## src/rtl/st7920_link_arbiter.sv

```systemverilog
// ----------------------------------------------------------------------------
// st7920_link_arbiter
// Shares one ST7920 serial command link between two requesters:
// requester 0 is the bootstrap/config sequencer and requester 1 is the
// framebuffer streamer. Each accepted {rs, byte} word becomes one 24-bit
// serial frame, followed by a fixed idle gap that covers the LCD's command
// execution time. Arbitration is round-robin, with an optional burst lock.
//
// Ports:
//   sys_clk, sys_rst   system clock, synchronous active-high reset
//   req_valid[1:0]     per-requester command valid
//   req_lock[1:0]      per-requester burst lock request (level)
//   req_rs[1:0]        per-requester RS bit (0 = instruction, 1 = data)
//   req_data[15:0]     per-requester byte; requester k uses [8k+7:8k]
//   req_ready[1:0]     per-requester accept (combinational, at most one high)
//   grant[1:0]         one-hot owner of the frame in flight, 00 when idle
//   busy               high while shifting a frame or waiting out the gap
//   lcd_clk            serial clock to the E pin, idles low
//   lcd_data           serial data to the R/W pin
//   lcd_cs             chip select to the RS pin, high during a frame
// ----------------------------------------------------------------------------
module st7920_link_arbiter #(
   parameter int unsigned CLK_DIV  = 256,
   parameter int unsigned GAP_SCLK = 24
) (
   input  logic        sys_clk,
   input  logic        sys_rst,
   input  logic [1:0]  req_valid,
   input  logic [1:0]  req_lock,
   input  logic [1:0]  req_rs,
   input  logic [15:0] req_data,
   output logic [1:0]  req_ready,
   output logic [1:0]  grant,
   output logic        busy,
   output logic        lcd_clk,
   output logic        lcd_data,
   output logic        lcd_cs
);

   localparam int unsigned MAX_SCLK = (GAP_SCLK > 24) ? GAP_SCLK : 24;
   localparam int unsigned CNT_W    = $clog2(2 * CLK_DIV * MAX_SCLK + 1);
   localparam int unsigned GAP_CYC  = GAP_SCLK * 2 * CLK_DIV;
   localparam logic [CNT_W-1:0] DIV_LAST = CNT_W'(CLK_DIV - 1);

   localparam logic [1:0] S_IDLE  = 2'd0;
   localparam logic [1:0] S_SHIFT = 2'd1;
   localparam logic [1:0] S_GAP   = 2'd2;

   logic [1:0]       state_q, state_d;
   logic [CNT_W-1:0] tmr_q, tmr_d;
   logic [4:0]       bit_q, bit_d;
   logic [22:0]      shreg_q, shreg_d;   // frame bits still to be presented
   logic             rr_q, rr_d;
   logic             lock_valid_q, lock_valid_d;
   logic             lock_owner_q, lock_owner_d;
   logic [1:0]       grant_q, grant_d;
   logic             busy_q, busy_d;
   logic             lcd_clk_q, lcd_clk_d;
   logic             lcd_data_q, lcd_data_d;
   logic             lcd_cs_q, lcd_cs_d;

   logic             lock_hold_c;
   logic [1:0]       sel_c;
   logic             win_c;
   logic [7:0]       win_byte_c;
   logic [23:0]      frame_c;

   // Eligibility: a held lock restricts selection to the owner; otherwise the
   // rr pointer has priority, then the other requester.
   always_comb begin
      lock_hold_c = lock_valid_q & req_lock[lock_owner_q];
      sel_c       = 2'b00;
      if (lock_hold_c) begin
         sel_c = (2'b01 << lock_owner_q) & req_valid;
      end else if (req_valid[rr_q]) begin
         sel_c = 2'b01 << rr_q;
      end else if (req_valid[~rr_q]) begin
         sel_c = 2'b01 << (~rr_q);
      end
   end

   assign req_ready  = (state_q == S_IDLE && !sys_rst) ? sel_c : 2'b00;
   assign win_c      = req_ready[1];
   assign win_byte_c = win_c ? req_data[15:8] : req_data[7:0];
   assign frame_c    = {5'b11111, 1'b0, req_rs[win_c], 1'b0,
                        win_byte_c[7:4], 4'b0000, win_byte_c[3:0], 4'b0000};

   // Next-state and pin logic.
   always_comb begin
      state_d      = state_q;
      tmr_d        = tmr_q;
      bit_d        = bit_q;
      shreg_d      = shreg_q;
      rr_d         = rr_q;
      lock_valid_d = lock_valid_q;
      lock_owner_d = lock_owner_q;
      grant_d      = grant_q;
      busy_d       = busy_q;
      lcd_clk_d    = lcd_clk_q;
      lcd_data_d   = lcd_data_q;
      lcd_cs_d     = lcd_cs_q;

      case (state_q)
         S_IDLE: begin
            if (!lock_hold_c) lock_valid_d = 1'b0;
            if (|req_ready) begin
               shreg_d      = frame_c[22:0];
               lcd_data_d   = frame_c[23];
               lcd_cs_d     = 1'b1;
               lcd_clk_d    = 1'b0;
               tmr_d        = '0;
               bit_d        = 5'd0;
               rr_d         = ~win_c;
               grant_d      = 2'b01 << win_c;
               lock_valid_d = req_lock[win_c];
               lock_owner_d = win_c;
               busy_d       = 1'b1;
               state_d      = S_SHIFT;
            end
         end

         S_SHIFT: begin
            if (tmr_q == DIV_LAST) begin
               tmr_d = '0;
               if (!lcd_clk_q) begin
                  lcd_clk_d = 1'b1;
               end else if (bit_q == 5'd23) begin
                  lcd_clk_d  = 1'b0;
                  lcd_cs_d   = 1'b0;
                  lcd_data_d = 1'b0;
                  grant_d    = 2'b00;
                  state_d    = S_GAP;
               end else begin
                  // Data only moves on the falling edge of lcd_clk.
                  lcd_clk_d  = 1'b0;
                  lcd_data_d = shreg_q[22];
                  shreg_d    = {shreg_q[21:0], 1'b0};
                  bit_d      = bit_q + 5'd1;
               end
            end else begin
               tmr_d = tmr_q + CNT_W'(1);
            end
         end

         S_GAP: begin
            if (32'(tmr_q) + 32'd1 >= GAP_CYC) begin
               tmr_d   = '0;
               busy_d  = 1'b0;
               state_d = S_IDLE;
            end else begin
               tmr_d = tmr_q + CNT_W'(1);
            end
         end

         default: begin
            state_d = S_IDLE;
            busy_d  = 1'b0;
         end
      endcase
   end

   // State register; reset abandons any frame in flight.
   always_ff @(posedge sys_clk) begin
      if (sys_rst) begin
         state_q      <= S_IDLE;
         tmr_q        <= '0;
         bit_q        <= 5'd0;
         shreg_q      <= '0;
         rr_q         <= 1'b0;
         lock_valid_q <= 1'b0;
         lock_owner_q <= 1'b0;
         grant_q      <= 2'b00;
         busy_q       <= 1'b0;
         lcd_clk_q    <= 1'b0;
         lcd_data_q   <= 1'b0;
         lcd_cs_q     <= 1'b0;
      end else begin
         state_q      <= state_d;
         tmr_q        <= tmr_d;
         bit_q        <= bit_d;
         shreg_q      <= shreg_d;
         rr_q         <= rr_d;
         lock_valid_q <= lock_valid_d;
         lock_owner_q <= lock_owner_d;
         grant_q      <= grant_d;
         busy_q       <= busy_d;
         lcd_clk_q    <= lcd_clk_d;
         lcd_data_q   <= lcd_data_d;
         lcd_cs_q     <= lcd_cs_d;
      end
   end

   assign grant    = grant_q;
   assign busy     = busy_q;
   assign lcd_clk  = lcd_clk_q;
   assign lcd_data = lcd_data_q;
   assign lcd_cs   = lcd_cs_q;

endmodule
```

## config.mk

```make
export PLATFORM = sky130hd
export DESIGN_NAME = st7920_link_arbiter
export DESIGN_NICKNAME = d
export VERILOG_FILES = /design/src/rtl/st7920_link_arbiter.sv
export SDC_FILE = /design/constraint.sdc
export NUM_CORES = 1
export LEC_CHECK = 0
export ABC_AREA = 1
export CORE_MARGIN = 2
export CORE_UTILIZATION = 56
export DETAILED_ROUTE_END_ITERATION = 10
export PLACE_DENSITY = 0.88
export SLEW_MARGIN = 20
export SYNTH_ARGS = -nofsm -noshare
export SYNTH_HDL_FRONTEND = slang
export SYNTH_SLANG_ARGS = --single-unit
```

## constraint.sdc

```tcl
create_clock -name sys_clk -period 2.4 [get_ports sys_clk]
set_input_delay 0.48 -clock sys_clk [delete_from_list [all_inputs] [get_ports sys_clk]]
set_output_delay 0.48 -clock sys_clk [all_outputs]
set_load 0.05 [all_outputs]
```

==> results.tsv <==
metric	value	unit
Vias	2759	
vias in the first global route	2679	
largest net degree at the start of global routing	29	
GRT Util Overall	25.42	%
Reg clk slew, reported paths	0.09	ns
Starting DRT DRC Count	113	
H-tree depth	2	
Synth Instances	432	
relative slew slack	53.37	%
asr flop ratio synth	0	%
Critical Path Start Type	input pin	
DR pass1 iterations	4	
final WL	6.359	mm
CTS tree	built	
Congestion Overflow GR	0	
number of synthesized flops with an enable pin	0	
average instance area after synthesis	6.372	um^2
leading area contributor after synthesis	dfxtp_1	
Arr. time, crit path	1.79	ns
Avg WL per Cell	12.00	um
syn nets	462	
clock root buffer	clkbuf_8	
final period utilization	94.78	%
RSZ-0062 raised after global routing	no	
Yosys cell types	31	
pre-CTS WS	0.05110	ns
Post-Syn Area	2753	um^2
Slew @ Worst Pin	0.6986	ns
Skew-Pair Late Insertion Delay	0.31	ns
status	complete, no violations	
Hold Path Class	flip-flop to flip-flop	
Max Root-Sink Buffers	2	
PwrDens	1034	nW/um^2
post-route setup slack	0.1252	ns
row cnt	25	
Synth top cells by count	nand2_1, nor2_1, dfxtp_1	
initial antenna violation count	0	
total CTS buffers	5	
FMAX	439.6	MHz
Pleak	0.001382	uW
VDD IR max	0.6434	mV
Main synth FF type	dfxtp_1	
fin. max-slew vios	0	
CP Data Required Time	1.92	ns
Seq/Total Area, Yosys	35.64	%
Die H	74.11	um
Crit-path slowest cell	clkdlybuf4s50_1	
min cycle time layout	2.275	ns
#FFs+latches synth	49	
Worst Skew	0.007072	ns
worst-path cell chain	clkdlybuf4s50_1 -> inv_1 -> nand2_1 -> nand3_1 -> nand2_1 -> nand3_2 -> buf_4 -> inv_1 -> buf_12	
synth warn	0	
fraction of layout cells with a size suffix above 1	9.287	%
Vias/cell	5.206	
fillers	414	
max cap viols	0	
Worst setup EP type	primary output	
final setup vio count	0	
Final ANT Viol Nets	0	
Initial Util	58.28	%
diodes inserted	0	
most area-consuming cells after synthesis	dfxtp_1, nand2_1, nor2_1	
core area	4723	um^2
register area	980.9	um^2
setup TNS	0	ns
critical path's largest stage delay	0.51	ns
CTS Hold Bufs	0	
Post-DP HPWL	4.468	mm
most frequent cell after synthesis	nand2_1	
worst-path fanout max	8	
drt drc	0	
CP Class	input pin to primary output	
nets	492	
clock sinks	49	
Die ar.	5492	um^2
GPL Wtd Cong	0.9575	
Final Hold Viols	0	
I/O Pins	32	
post-synth top area share	35.64	%
first-pass GRT wire length	11.07	mm
synth-to-layout area growth	18.00	%
total chip power	3359	uW
Die Wd	74.11	um
area of the multi-input gates	1550	um^2
input/output buffers	31	
[area by class of cell]
| type | instances | area share [%] |
|---|---|---|
| clock buffers | 6 | 2.542 |
| well taps | 67 | 2.581 |
| repair buffers | 39 | 12.02 |
| clock inverters | 2 | 0.4237 |
| flip-flops and latches | 49 | 30.20 |
| inverters | 39 | 4.507 |
| multi-input cells | 328 | 47.73 |
[per-layer routing]
layer  GRT usage [%]  vias up  part of all wire (%)
met5               0        -                     0
met4           9.899        0                   2.3
met3           4.065       10                   3.6
met2           47.52       64                    51
met1           28.70     1256                    43
li1                -     1429                     -
[per-stage QoR]
stage	area (um^2)	hold WS (ns)	std cells	utilization, %
6_report	3248	0.4669	530	68.77
5_1_grt	3248	0.4920	530	68.77
2_1_floorplan	2753	0.4354	432	-
4_1_cts	3236	0.4694	530	68.50
3_3_place_gp	3139	0.4461	522	66.46
3_5_place_dp	3139	0.4568	522	66.46
[worst paths after layout]
path	from	end	slack, ns	cells past startpoint
max	req_lock[1]	req_ready[1]	0.13	9
min	shreg_q[21]	shreg_q[21]	0.47	2
max reg2reg	state_q[0]	shreg_q[9]	0.28	13
min reg2reg	shreg_q[21]	shreg_q[21]	0.47	2
[layout by cell type (no fill, tap or decap), types with 6 or more instances in the layout]
master           instances
dfxtp_1                 49
nand3_1                 28
a21oi_1                 31
o21ai_0                 33
buf_4                    8
clkbuf_8                 6
inv_1                   35
nor2_1                  66
nand2_1                127
clkdlybuf4s50_1         29
[state kept, by name, indices dropped and copies added, names as in the netlist]
register	flops
bit_q	5
busy	1
grant	2
lcd_clk	1
lcd_cs	1
lcd_data	1
lock_owner_q	1
lock_valid_q	1
rr_q	1
shreg_q	19
state_q	2
tmr_q	14
[power by group]
| part | internal (uW) | switching, uW |
|---|---|---|
| sequential | 1030 | 128 |
| clock | 234 | 290 |
| combinational | 578 | 1090 |
| total | 1850 | 1510 |
[cells by family (layout without fill, tap and decap cells)]
family,after synthesis,after routing,share of synthesized area (%)
buffers and inverters,55,86,8.500
DFF,49,49,35.64
xor gates and xnor gates,4,4,1.273
and+or+nand+nor,246,246,38.05
adders and majority gates,6,6,2.727
AOI/OAI and AO/OA,72,72,13.82
[critical path, delay by kind of cell]
kind | cells | cell delay (ns)
buffers and inverters | 5 | 0.97
AND/OR/NAND/NOR | 4 | 0.33
[what timing repair did]
action                     in CTS  in global routing
gates resized for setup         0                  2
setup endpoints to repair       0                  6
buffers inserted                0                  0
hold endpoints to repair        0                  0
Power figures use the tool's default switching activity.
